--- src/rtl/param_updown_counter.sv ---
// Parametrised up/down counter with programmable modulus (0..MAX_VAL),
// parallel load with clamp, wrap/saturate boundary handling, a
// combinational terminal count for cascading, and sticky overflow/underflow flags.
module param_updown_counter #(
  parameter int unsigned WIDTH   = 8,
  parameter int unsigned MAX_VAL = (2**WIDTH) - 1
) (
  input  logic             clk,
  input  logic             rst,
  input  logic             en,
  input  logic             mode,
  input  logic             load,
  input  logic [WIDTH-1:0] d,
  input  logic             sat,
  input  logic             clr_flags,
  output logic [WIDTH-1:0] q,
  output logic             tc,
  output logic             ovf,
  output logic             udf
);

  localparam logic [WIDTH-1:0] MAX_Q  = WIDTH'(MAX_VAL);
  localparam logic [WIDTH-1:0] ZERO_Q = '0;

  logic             at_max;
  logic             at_min;
  logic [WIDTH-1:0] q_next;
  logic             ovf_next;
  logic             udf_next;

  assign at_max = (q == MAX_Q);
  assign at_min = (q == ZERO_Q);

  // Terminal count stays unregistered so a following stage can use it as its enable.
  assign tc = en & (mode ? at_max : at_min);

  // Next count and flag values; load outranks counting, a new event outranks a flag clear.
  always_comb begin
    q_next   = q;
    ovf_next = ovf & ~clr_flags;
    udf_next = udf & ~clr_flags;
    if (load) begin
      q_next = (d > MAX_Q) ? MAX_Q : d;
    end else if (en) begin
      if (mode) begin
        if (at_max) begin
          q_next   = sat ? MAX_Q : ZERO_Q;
          ovf_next = 1'b1;
        end else begin
          q_next = q + WIDTH'(1);
        end
      end else begin
        if (at_min) begin
          q_next   = sat ? ZERO_Q : MAX_Q;
          udf_next = 1'b1;
        end else begin
          q_next = q - WIDTH'(1);
        end
      end
    end
  end

  // Count and flag registers with synchronous active-low reset.
  always_ff @(posedge clk) begin
    if (!rst) begin
      q   <= ZERO_Q;
      ovf <= 1'b0;
      udf <= 1'b0;
    end else begin
      q   <= q_next;
      ovf <= ovf_next;
      udf <= udf_next;
    end
  end

endmodule

--- config.mk ---
export PLATFORM = sky130hd
export DESIGN_NAME = param_updown_counter
export DESIGN_NICKNAME = d
export VERILOG_FILES = /design/src/rtl/param_updown_counter.sv
export SDC_FILE = /design/constraint.sdc
export NUM_CORES = 1
export LEC_CHECK = 0
export ABC_AREA = 1
export CAP_MARGIN = 5
export CORE_MARGIN = 1.5
export CORE_UTILIZATION = 42
export CTS_CLUSTER_SIZE = 14
export DETAILED_ROUTE_END_ITERATION = 8
export HOLD_SLACK_MARGIN = 0.15
export PLACE_DENSITY = 0.74
export SETUP_SLACK_MARGIN = 0.1
export SLEW_MARGIN = 20
export SYNTH_ARGS = -nofsm -noshare
export SYNTH_HDL_FRONTEND = slang
export SYNTH_SLANG_ARGS = --single-unit
--- constraint.sdc ---
create_clock -name clk -period 1.8 [get_ports clk]
set_clock_uncertainty 0.2 [all_clocks]
set_input_delay 0.54 -clock clk [delete_from_list [all_inputs] [get_ports clk]]
set_output_delay 0.54 -clock clk [all_outputs]
set_load 0.01 [all_outputs]
==> results.md, run 1 <==
- The flow ran to the end, but the final reports show violations.
- The checks that failed: setup timing.
- After detailed routing, the number of remaining DRC violations is 0.
- The final route contains 1,457 vias.
- The routing usage on met1 is 0.3462.
- Including well taps, the total number of placed cells is 238.
- In the routed layout, each cell is associated on average with a via count of 5.736.
- The height of the die is 49.95 um.
- The smallest clock period supported by the final layout is computed as 2179 ps.
- In this run the deepest clock path goes through 2 buffers.
- The number of global-route vias before repair is 1,413.
- The Yosys step of the flow raised 0 warnings.
- The number of nets handed over by synthesis was 173.
- Of the synthesized area, sequential elements account for 0.2162.
- In the final layout, the share of cells above drive strength 1 is 0.4670.
- Counting every instance in the synthesized netlist gives 155.
- The global-route usage over all layers is 0.3270.
- The number of fillers in the final layout is 120.
- After clock tree synthesis, the clock-pin slew on the worst setup and hold paths is 80 ps.
- Walking the worst path, the cells encountered are ha_4 -> nand2_4 -> nor2_4 -> nand2_2 -> inv_2 -> nand2_2 -> a21oi_2 -> buf_2.
- The CTS root buffer is sky130_fd_sc_hd__clkbuf_4.
- The number of maximum-capacitance constraint violations is 0.
- The final standard cell count with taps included and fillers excluded is 254.
- Dividing the synthesized area by the synthesized cell count gives 5.973 sq um.
- Once detail routing completed, the nets flagged for antenna violations numbered 0.
- Dividing the detail-routed wire length by the instance count gives 16.57 um.
- The total power is 0.0009064 W.
- The endpoint kind of the worst setup timing path is a primary output.
- The leakage dissipation is 0.8081 nW.
- The global-route wire length before repair is 6175 um.
- Once layout is done, the placed cells without fillers occupy 0.001709 sq mm.
- The number of distinct library cell variants in the gate-level netlist after synthesis is 20.
- Counting every sink on the clock net gives 10.
- CTS built an H-tree with a depth of 1.
- The kind of launch point of the worst setup path is a register.
- The core footprint is 0.002022 sq mm.
- The initial antenna violation count came to 0.
- The full die area is 0.002495 sq mm.
- The launching point of the worst reg2reg path is q[0]$_SDFFE_PN0P_.
- Along the worst path, the maximum fanout reaches 4.
- The CTS tree is done.
- In the layout the commonest cells are sky130_fd_sc_hd__buf_4 (39), sky130_fd_sc_hd__nand2_1 (37), sky130_fd_sc_hd__nand3_1 (23), sky130_fd_sc_hd__inv_1 (13).
- Power spread over the standard cell area amounts to 530.3 mW/mm^2.
- The number of hold violations in the final report is 0.
- The startpoint identified for the worst hold timing path is udf$_SDFF_PN0_.
- The measured slew at the worst slew-check pin is 419.5 ps.
- By instance count, the cell type seen most on the critical path is sky130_fd_sc_hd__nand2_2.
- The growth of design area from synthesis to finish is 84.59%.
- The endpoint identified for the worst register-to-register timing path is q[2]$_SDFFE_PN0P_.
- Clock tree synthesis inserted a total of 3 buffers.
- The maximum VDD drop is 609.7 uV.
- In the global route stage, met2 resource usage came out at 0.5778.
- At the later pin of the worst-skew pair, clock insertion delay measures 280 ps.
- The standard cell with the maximum stage delay on the critical path is sky130_fd_sc_hd__dfxtp_4.
- The starting DRC count in detailed routing is 100.
- The final count of pins violating max slew is 0.
- 0 antenna diodes ended up in the layout.
- The setup slack after layout is -379.0 ps.
- The worst hold path was traced through 2 stages.
- The library cell used most frequently in the layout, excluding fill and tap cells, is sky130_fd_sc_hd__buf_4.
- After clock tree synthesis, the flow added hold-fix buffers numbering 0.
- The endpoint of the worst hold path is udf$_SDFF_PN0_.
- The aggregate global routing overflow is 0.
- For this run, the post-layout net count is 246.
- The critical path class is reg2out.
- Based on the critical path, the design can be clocked at up to 458.9 MHz.
- 26 I/O pins were placed.
- For the worst setup path, the data required time is 1060 ps.
- The worst pin sits at a relative slew slack of 0.7186.
- Summing all placed instances gives a cell area of 0.001475 sq mm.
- In this run, synthesis produced a sequential element count of 10.
- For met3 alone, demand over resource in global routing was 0.06364.
- The type of the most critical hold path is reg2reg.
- met2 is the most crowded layer.
- Setup repair after global routing could not meet its margin everywhere.
- The initialized floorplan defines 16 standard-cell rows.
- The final setup violation count is 3.
- The reg2reg setup slack is 0 ps.
- At the worst endpoint, the arrival time is 1440 ps.
- The number of I/O port buffers is 25.
- For this configuration, the core starts out at a cell density of 0.4579.
- After synthesis the cells add up to 925.9 sq um.
- The die width is 49.95 um.
- The final cycle utilization of the critical path is 1.211.
- The depth of the most critical reg-to-reg path is 11.
- The routed wire length is 4208 um.
- The final weighted congestion in routability-driven placement is 0.9079.
- Before antenna repair, the detailed router went through 6 iterations.
- The largest net degree at the start of global routing is 11.
- In this design, the stage delay of the slowest critical-path cell is 380 ps.
- The HPWL after detailed placement is 2409 um.
[critical path: cells and delay by family, from the launching register on]
family / cells / cell delay [ps]
AOI/OAI and AO/OA: 1 / 120
adders and majority gates: 1 / 150
buffers and inverters: 2 / 220
DFF: 1 / 380
and+or+nand+nor: 4 / 290
[stage by stage]
stage | setup slack (ps) | setup TNS, ps | utilization | hold WS (ps)
final | -379.0 | -413.8 | 0.8453 | 264.2
after global routing | -444.2 | -679.8 | 0.8453 | 280.6
after CTS | -299.5 | -299.5 | 0.7989 | 268.7
after detailed placement | -776.0 | -2996 | 0.7296 | 260.3
after global placement | -743.1 | -2897 | 0.7296 | 253.7
after floorplan | -12.81 | -12.81 | - | 287.2
[state kept, by name, summed over array words and instances, names as in the netlist]
register / flops
ovf: 1
q: 8
udf: 1
[cells in the mapped netlist, drive strengths merged]
library cell	instances	area share
clkinv	1	0.0041
inv	20	0.081
o21ai	9	0.049
dfxtp	10	0.22
a21oi	12	0.069
xor2	1	0.0095
nand3	25	0.14
a22oi	8	0.065
nand4	2	0.014
nand2	43	0.18
ha	3	0.041
nor2	17	0.091
buf	4	0.042
[power breakdown]
part	total (W)	switching (W)	internal (W)
combinational	0.000434	0.000226	0.000207
clock	0.000220	0.0000964	0.000123
sequential	0.000253	0.0000182	0.000235
[how the worst max path moves through the flow]
| stage | start | to | slack [ps] | depth (start not counted) |
|---|---|---|---|---|
| 2_1_floorplan | q[1]$_SDFFE_PN0P_ | tc | -10 | 7 |
| 3_3_place_gp | mode | tc | -740 | 5 |
| 3_5_place_dp | mode | tc | -780 | 5 |
| 4_1_cts | q[0]$_SDFFE_PN0P_ | tc | -300 | 8 |
| 5_1_grt | q[0]$_SDFFE_PN0P_ | tc | -440 | 8 |
| 6_report | q[0]$_SDFFE_PN0P_ | tc | -380 | 8 |
[layer usage]
| metal | vias to the layer above | wire [um] | share of wire |
|---|---|---|---|
| met5 | - | 0 | 0 |
| met4 | 0 | 249 | 0.059 |
| met3 | 32 | 340 | 0.081 |
| met2 | 105 | 2068 | 0.49 |
| met1 | 662 | 1550 | 0.37 |
| li1 | 658 | - | - |
[layout make-up]
| type | count | area (sq um) | area share |
|---|---|---|---|
| clock buffers | 4 | 36.28 | 0.02123 |
| inverters | 21 | 86.33 | 0.05051 |
| multi-input cells | 120 | 721.9 | 0.4224 |
| flip-flops and latches | 10 | 222.7 | 0.1303 |
| well taps | 27 | 33.78 | 0.01977 |
| repair buffers | 72 | 608.1 | 0.3558 |
[logic make-up after synthesis]
logic type	after synthesis	synth area share
simple gates	87	0.4243
compound gates	29	0.1824
buf+inv	25	0.1270
flops	10	0.2162
fa+ha+maj	3	0.04054
xor+xnor	1	0.009461
[timing repair]
action	CTS	global route
setup endpoints to repair	19	13
setup buffers	10	7
pin swaps	7	6
resized for setup	65	28
gates cloned	0	0
No activity file was read; power rests on OpenSTA's default activity.
==> run 2, diff against run 1 <==
CORE_UTILIZATION = 55   (was 42)
DONT_BUFFER_PORTS = 1   (was default)
PLACE_DENSITY = 0.73   (was 0.74)
==> run 2 against run 1 <==
  * The flow still finishes with violations (setup timing)
  * Non-clock buffer count decreased by 52
  * Cell count decreased by 25%
  * Flip-flop and latch count unchanged
  * Die area decreased by 22%
  * Largest cell class unchanged
  * Clock power decreased by 24%
  * Maximum frequency increased by 6.5%
  * Via count decreased by 19%
  * Core utilization decreased by 1.7 points
  * Routed wire length decreased by 25%
  * Clock-buffer cell count unchanged
  * Sequential power increased by 3%
==> results.md, run 2 (same netlist as run 1, synthesis figures left out) <==
- The final cycle utilization of the critical path is 1.137 (-0.07384).
- The setup path with the least slack is of type reg2out.
- The die width is 44.03 um (-12%).
- The starting DRC count in detailed routing came to 51 (-49%).
- The setup slack after layout came to -246.1 ps (+132.9 ps).
- The smallest hold slack came to 249.7 ps (-14.56 ps).
- TritonCTS built the clock tree.
- The final setup violation count was 1 (-2).
- The initial antenna violation count was 0 (unchanged).
- The residual DRC count is 0 (unchanged).
- The type of the most critical hold path is in2reg.
- The fmax is 488.7 MHz (+6.5%).
- The TritonCTS sink count is 10 (unchanged).
- In the final layout, the registers with the most flip-flops are q: 8 flops, ovf: 1 flops, udf: 1 flops.
- The worst path arrival time is 1310 ps (-130 ps).
- Compared with the post-synthesis result, the final layout area differs by 37.84%.
- The maximum VDD drop is 424.4 uV (-30%).
- The leakage dissipation came to 0.5527 nW (-32%).
- The number of maximum-capacitance constraint violations is 0 (unchanged).
- The total power per unit cell area is 585.4 mW/mm^2 (+10%).
- The required time reported for the critical path endpoint is 1060 ps (about the same).
- The total inserted antenna cells is 0 (unchanged).
- The number of global-route vias before repair is 1,116 (-21%).
- The number of hold violations in the final report is 0 (unchanged).
- The measured slew at the worst slew-check pin is 566.1 ps (+146.6 ps).
- The worst setup slack before clock tree synthesis is 4.030 ps (+780.0 ps).
- The clock transition time at the flip-flop clock pins of the worst setup and hold paths is 70 ps (about the same).
- Setup repair after global routing could not meet its margin everywhere.
- The worst setup path is captured at a primary output.
- The number of placement rows is 14 (-2).
- The number of I/O port buffers is 0 (-100%).
- The number of I/O pins is 26 (unchanged).
- The most frequent standard cell in the layout excluding fill and tap cells is sky130_fd_sc_hd__nand2_1.
- The number of nets at the end of the flow was 194 (-21%).
- The total clock buffers created by CTS is 3 (unchanged).
- The register name with the most flops is q.
- The level count of the clock H-tree is 1 (unchanged).
- The top cell types in the final layout, fill and taps aside, are sky130_fd_sc_hd__nand2_1 (33), sky130_fd_sc_hd__nand3_1 (19), sky130_fd_sc_hd__buf_4 (17), sky130_fd_sc_hd__inv_1 (14), sky130_fd_sc_hd__nor2_1 (9).
- The estimated wirelength of the detail-placed design is 2131 um (-12%).
- The total iterations of the first detailed-routing run is 4 (-2).
- The clock insertion delay at the later pin of the skew report is 280 ps (about the same).
- The final period demand of the worst path is 2046 ps (-132.9 ps).
- The tree is rooted in a sky130_fd_sc_hd__clkbuf_4.
- The routed wire length is 3173 um (-25%).
- The flow ran to the end, but the final reports show violations.
- The final weighted congestion in routability-driven placement is 0.9104 (+0.28%).
- The height of the die is 44.03 um (-12%).
- The hold buffer count at CTS is 0 (unchanged).
- STA classifies the critical path startpoint as a register.
- The total power is 0.0007471 W (-18%).
- The number of nets with antenna violations after detailed routing is 0 (unchanged).
- The final count of pins violating max slew is 0 (unchanged).
- The proportion of layout cells with a drive suffix above 1 is 0.4000 (-0.06696).
- The global-route usage over all layers is 0.3443 (+0.01732).
- The effective utilization at floorplan was 0.6006 (+0.1427).
- The mean routed wirelength per cell is 16.61 um (+0.28%).
- The aggregate global routing overflow is 0 (unchanged).
- The core footprint is 0.001541 sq mm (-24%).
- The largest net degree at the start of global routing is 11 (unchanged).
- The full die area was 0.001939 sq mm (-22%).
- The post-detailed-route via-to-cell ratio was 6.204 (+8.2%).
- The worst slew margin relative to its limit is 0.6222 (-0.09643).
- The final reports fail on setup timing.
- The maximum fanout along the worst path is 4 (unchanged).
- The number of flip-flops under the largest register name is 8 (unchanged).
- The largest buffer count on any clock path was 2 (unchanged).
- The global-route wire length before repair came to 4892 um (-21%).
- The via total after detailed routing was 1,185 (-19%).
## run 2: final cells by class
class	instances	area, sq um
Multi-Input combinational cell	120	767.0
Inverter	21	83.83
Tap cell	16	20.02
Timing Repair Buffer	20	161.4
Clock buffer	4	26.28
Sequential cell	10	217.7
Fill cell	89	265.3
## run 2: what timing repair did
item / in CTS / in global routing
buffers inserted: 4 / 0
endpoints found under the setup margin: 6 / 9
endpoints found under the hold margin: 0 / 0
gates resized for setup: 15 / 28
pin swaps: 8 / 4
## run 2: metrics by stage
stage	instance area [sq um]	cells	utilization	setup TNS, ps
5_1_grt	1276	191	0.8279	-282.2
3_3_place_gp	1076	184	0.6981	0
3_5_place_dp	1076	184	0.6981	0
6_report	1276	191	0.8279	-246.1
4_1_cts	1186	192	0.7695	-217.7
2_1_floorplan	969.7	155	-	-12.81
## run 2: critical path, cell delays in order, from the launching register on
cell                      delay, ps
sky130_fd_sc_hd__dfxtp_4        380
sky130_fd_sc_hd__ha_4           150
sky130_fd_sc_hd__nand2_4         60
sky130_fd_sc_hd__nor2_4          90
sky130_fd_sc_hd__nand2_2         80
sky130_fd_sc_hd__inv_2           70
sky130_fd_sc_hd__nand2_2         60
sky130_fd_sc_hd__a21oi_4        140
## run 2: metal layers
metal / global-route usage / wire, um / up-vias
met5: 0 / 0 / -
met2: 0.6000 / 1623 / 77
li1: - / - / 553
met1: 0.3753 / 1148 / 532
met4: 0.1697 / 159 / 0
met3: 0.1061 / 242 / 23
## run 2: worst paths after layout
| path | to | startpoint | cells after the start | slack [ps] |
|---|---|---|---|---|
| max | tc | q[0]$_SDFFE_PN0P_ | 7 | -250 |
| min | ovf$_SDFF_PN0_ | mode | 2 | 250 |
| max reg2reg | q[1]$_SDFFE_PN0P_ | q[2]$_SDFFE_PN0P_ | 9 | 120 |
| min reg2reg | ovf$_SDFF_PN0_ | ovf$_SDFF_PN0_ | 2 | 310 |
## run 2: where the power goes
part | internal [W] | switching, W
combinational | 0.000128 | 0.000191
clock | 0.0000861 | 0.0000818
sequential | 0.000235 | 0.0000245
==> RTL edit: new RTL, flow settings as in run 1 <==
Put a register stage on the output `tc`, with the module's reset. The value now appears one clock later. The other outputs are not delayed to match.
--- a/src/rtl/param_updown_counter.sv
+++ b/src/rtl/param_updown_counter.sv
@@ -34,3 +34,9 @@
   // Terminal count stays unregistered so a following stage can use it as its enable.
-  assign tc = en & (mode ? at_max : at_min);
+  always_ff @(posedge clk) begin
+    if (!rst) begin
+      tc <= '0;
+    end else begin
+      tc <= en & (mode ? at_max : at_min);
+    end
+  end
 
Formal check against the unedited RTL: not equivalent (Yosys sat finds a counterexample within 4 cycles, from zero or initial values and one cycle with rst low).
==> RTL edit against run 1 <==
- routed wire length down 33%
- power down 16%
- die area up 3.2%
- setup slack better by 500 ps
- sequential cell count up 1
- area after synthesis up 3.4%
- final area down 19%
- critical path type is now in -> reg
- critical endpoint is now q[4]
- largest power group unchanged
==> RTL edit: results (changes against run 1) <==
| Metric | Value |
|---|---|
| Arr. time, crit path | 1620 ps (was 1440 ps) |
| CP max stage delay | 520 ps (was 380 ps) |
| Cell variety after synth | 22 (was 20) |
| Main synth FF type | dfxtp_1 (unchanged) |
| Cell Area, Placed | 1290 sq um (was 1480 sq um) |
| Clock Latency Late Sink | 270 ps |
| Worst R2R Path Depth | 9 (was 11) |
| Busiest grt layer | met2 (unchanged) |
| Via density | 5.38 (was 5.74) |
| TritonRoute pass-1 iters | 4 (was 6) |
| Hold Path Sink | udf (unchanged) |
| Largest Register | q (unchanged) |
| HP Class | reg -> reg (unchanged) |
| Post-synth ARST share | 0 (unchanged) |
| Hold Startpoint | udf (unchanged) |
| Slew HR | 0.734 (was 0.719) |
| CTS max path bufs | 2 (unchanged) |
| Gpl congestion | 0.895 (was 0.908) |
| Hold WS | 262 ps (was 264 ps) |
| M2 GR Usage | 0.386 (was 0.578) |
| Placed wire-length estimate | 2130 microns (was 2410 microns) |
| Grt met1 use | 0.293 (was 0.346) |
| Worst r2r dst | q[2] (unchanged) |
| Pleak | 0.645 nW (was 0.808 nW) |
| ANT cells | 0 (unchanged) |
| CTS Buf Count | 3 (unchanged) |
| WL final | 2830 microns (was 4210 microns) |
| Hold depth | 2 (unchanged) |
| FF-to-FF Start | q[3] (was q[0]) |
| Register area share after synthesis | 0.230 (was 0.216) |
| H-tree depth | 1 (unchanged) |
| Post-synth top cells | nand2_1 (41), nand3_1 (26), inv_1 (17), nor2_1 (12), dfxtp_1 (11) (was nand2_1 (41), nand3_1 (24), inv_1 (17), nor2_1 (13), a21oi_1 (11)) |
| CP Max Fanout | 8 (was 4) |
| Tot GR Track Use | 0.229 (was 0.327) |
| Met3 usage | 0.0565 (was 0.0636) |
| Max reg flops | 8 (unchanged) |
| Port Buffers | 25 (unchanged) |
| Int Pwr | 0.484 mW (was 0.565 mW) |
| Worst path slowest cell | clkdlybuf4s50_1 (was dfxtp_4) |
| Synth warnings | 0 (unchanged) |
| Initial antenna violation count | 0 (unchanged) |
| Largest net degree at the start of global routing | 12 (was 11) |
| Worst VDD drop | 0.500 mV (was 0.610 mV) |
| Vias in the first global route | 1040 (was 1413) |
| Nets@finish | 213 (was 246) |
| Starting DRT DRC Count | 35 (was 100) |
| Root Buffer | clkbuf_4 (unchanged) |
| Syn Nets | 176 (was 173) |
| Synth top area cells | dfxtp_1 (23%), nand2_1 (16%), nand3_1 (14%) (was dfxtp_1 (22%), nand2_1 (17%), nand3_1 (13%)) |
| Layout cells sized above 1 | 0.232 (was 0.467) |
| Pre-CTS setup slack | -179 ps (was -776 ps) |
| Status | completed (was finished with violations) |
| Worst-path clk slew | 70 ps |
| Worst reg-to-reg setup slack | 170 ps (was 0 ps) |
| First-pass GRT wire length | 4530 microns (was 6180 microns) |
[RTL edit: critical path: cells and delay by family]
kind,cells,cell delay (ps)
simple gates,2,200
compound gates,2,300
buf+inv,2,580
[RTL edit: repair_timing]
| action | in CTS | in global routing |
|---|---|---|
| setup endpoints to repair | 17 | 12 |
| hold buffers | 0 | 0 |
| resized for setup | 15 | 24 |
| pin swaps | 0 | 7 |
| buffers inserted | 0 | 1 |
[RTL edit: cells by family (layout without fill, tap and decap cells)]
| group | after synthesis | count (layout) | share of synthesized area |
|---|---|---|---|
| AND/OR/NAND/NOR | 87 | 87 | 0.407 |
| flip-flops | 11 | 11 | 0.230 |
| XOR/XNOR | 1 | 1 | 0.00915 |
| adder cells (fa/ha/maj) | 3 | 3 | 0.0392 |
| AO/OA/AOI/OAI | 29 | 29 | 0.187 |
| buffers and inverters | 27 | 63 | 0.128 |
[RTL edit: power by group through the flow]
stage	clock network [mW]	registers (mW)	logic [mW]
detailed placement	0	0.275	0.304
global route	0.183	0.271	0.357
finish	0.165	0.269	0.328
CTS	0.170	0.269	0.299
global placement	0	0.273	0.297
floorplan	0	0.284	0.176
[RTL edit: worst max-delay path by stage]
stage          from    to  slack [ps]  cells past startpoint
5_1_grt        q[5]  q[1]          60                      9
6_report        sat  q[4]         120                      6
4_1_cts        q[0]  q[2]         110                      9
3_5_place_dp   load  q[2]        -180                      4
3_3_place_gp   load  q[2]        -140                      4
2_1_floorplan  q[0]  q[0]         170                      8
[RTL edit: cell type report]
type	count	area [sq um]
inverters	21	81.3
flip-flops and latches	11	229
well taps	28	35.0
repair buffers	38	348
fillers	190	801
multi-input cells	120	671
clock buffers	4	26.3
[RTL edit: metrics by stage]
step,power (mW),cells,util
2_1_floorplan,0.459,158,-
3_3_place_gp,0.571,217,0.588
3_5_place_dp,0.578,217,0.588
4_1_cts,0.738,221,0.599
5_1_grt,0.810,222,0.634
6_report,0.761,222,0.634
[RTL edit: layer usage]
metal	routed length, microns	up-vias
met5	0	-
met4	14	0
met3	192	2
met2	1380	53
met1	1240	544
li1	-	596
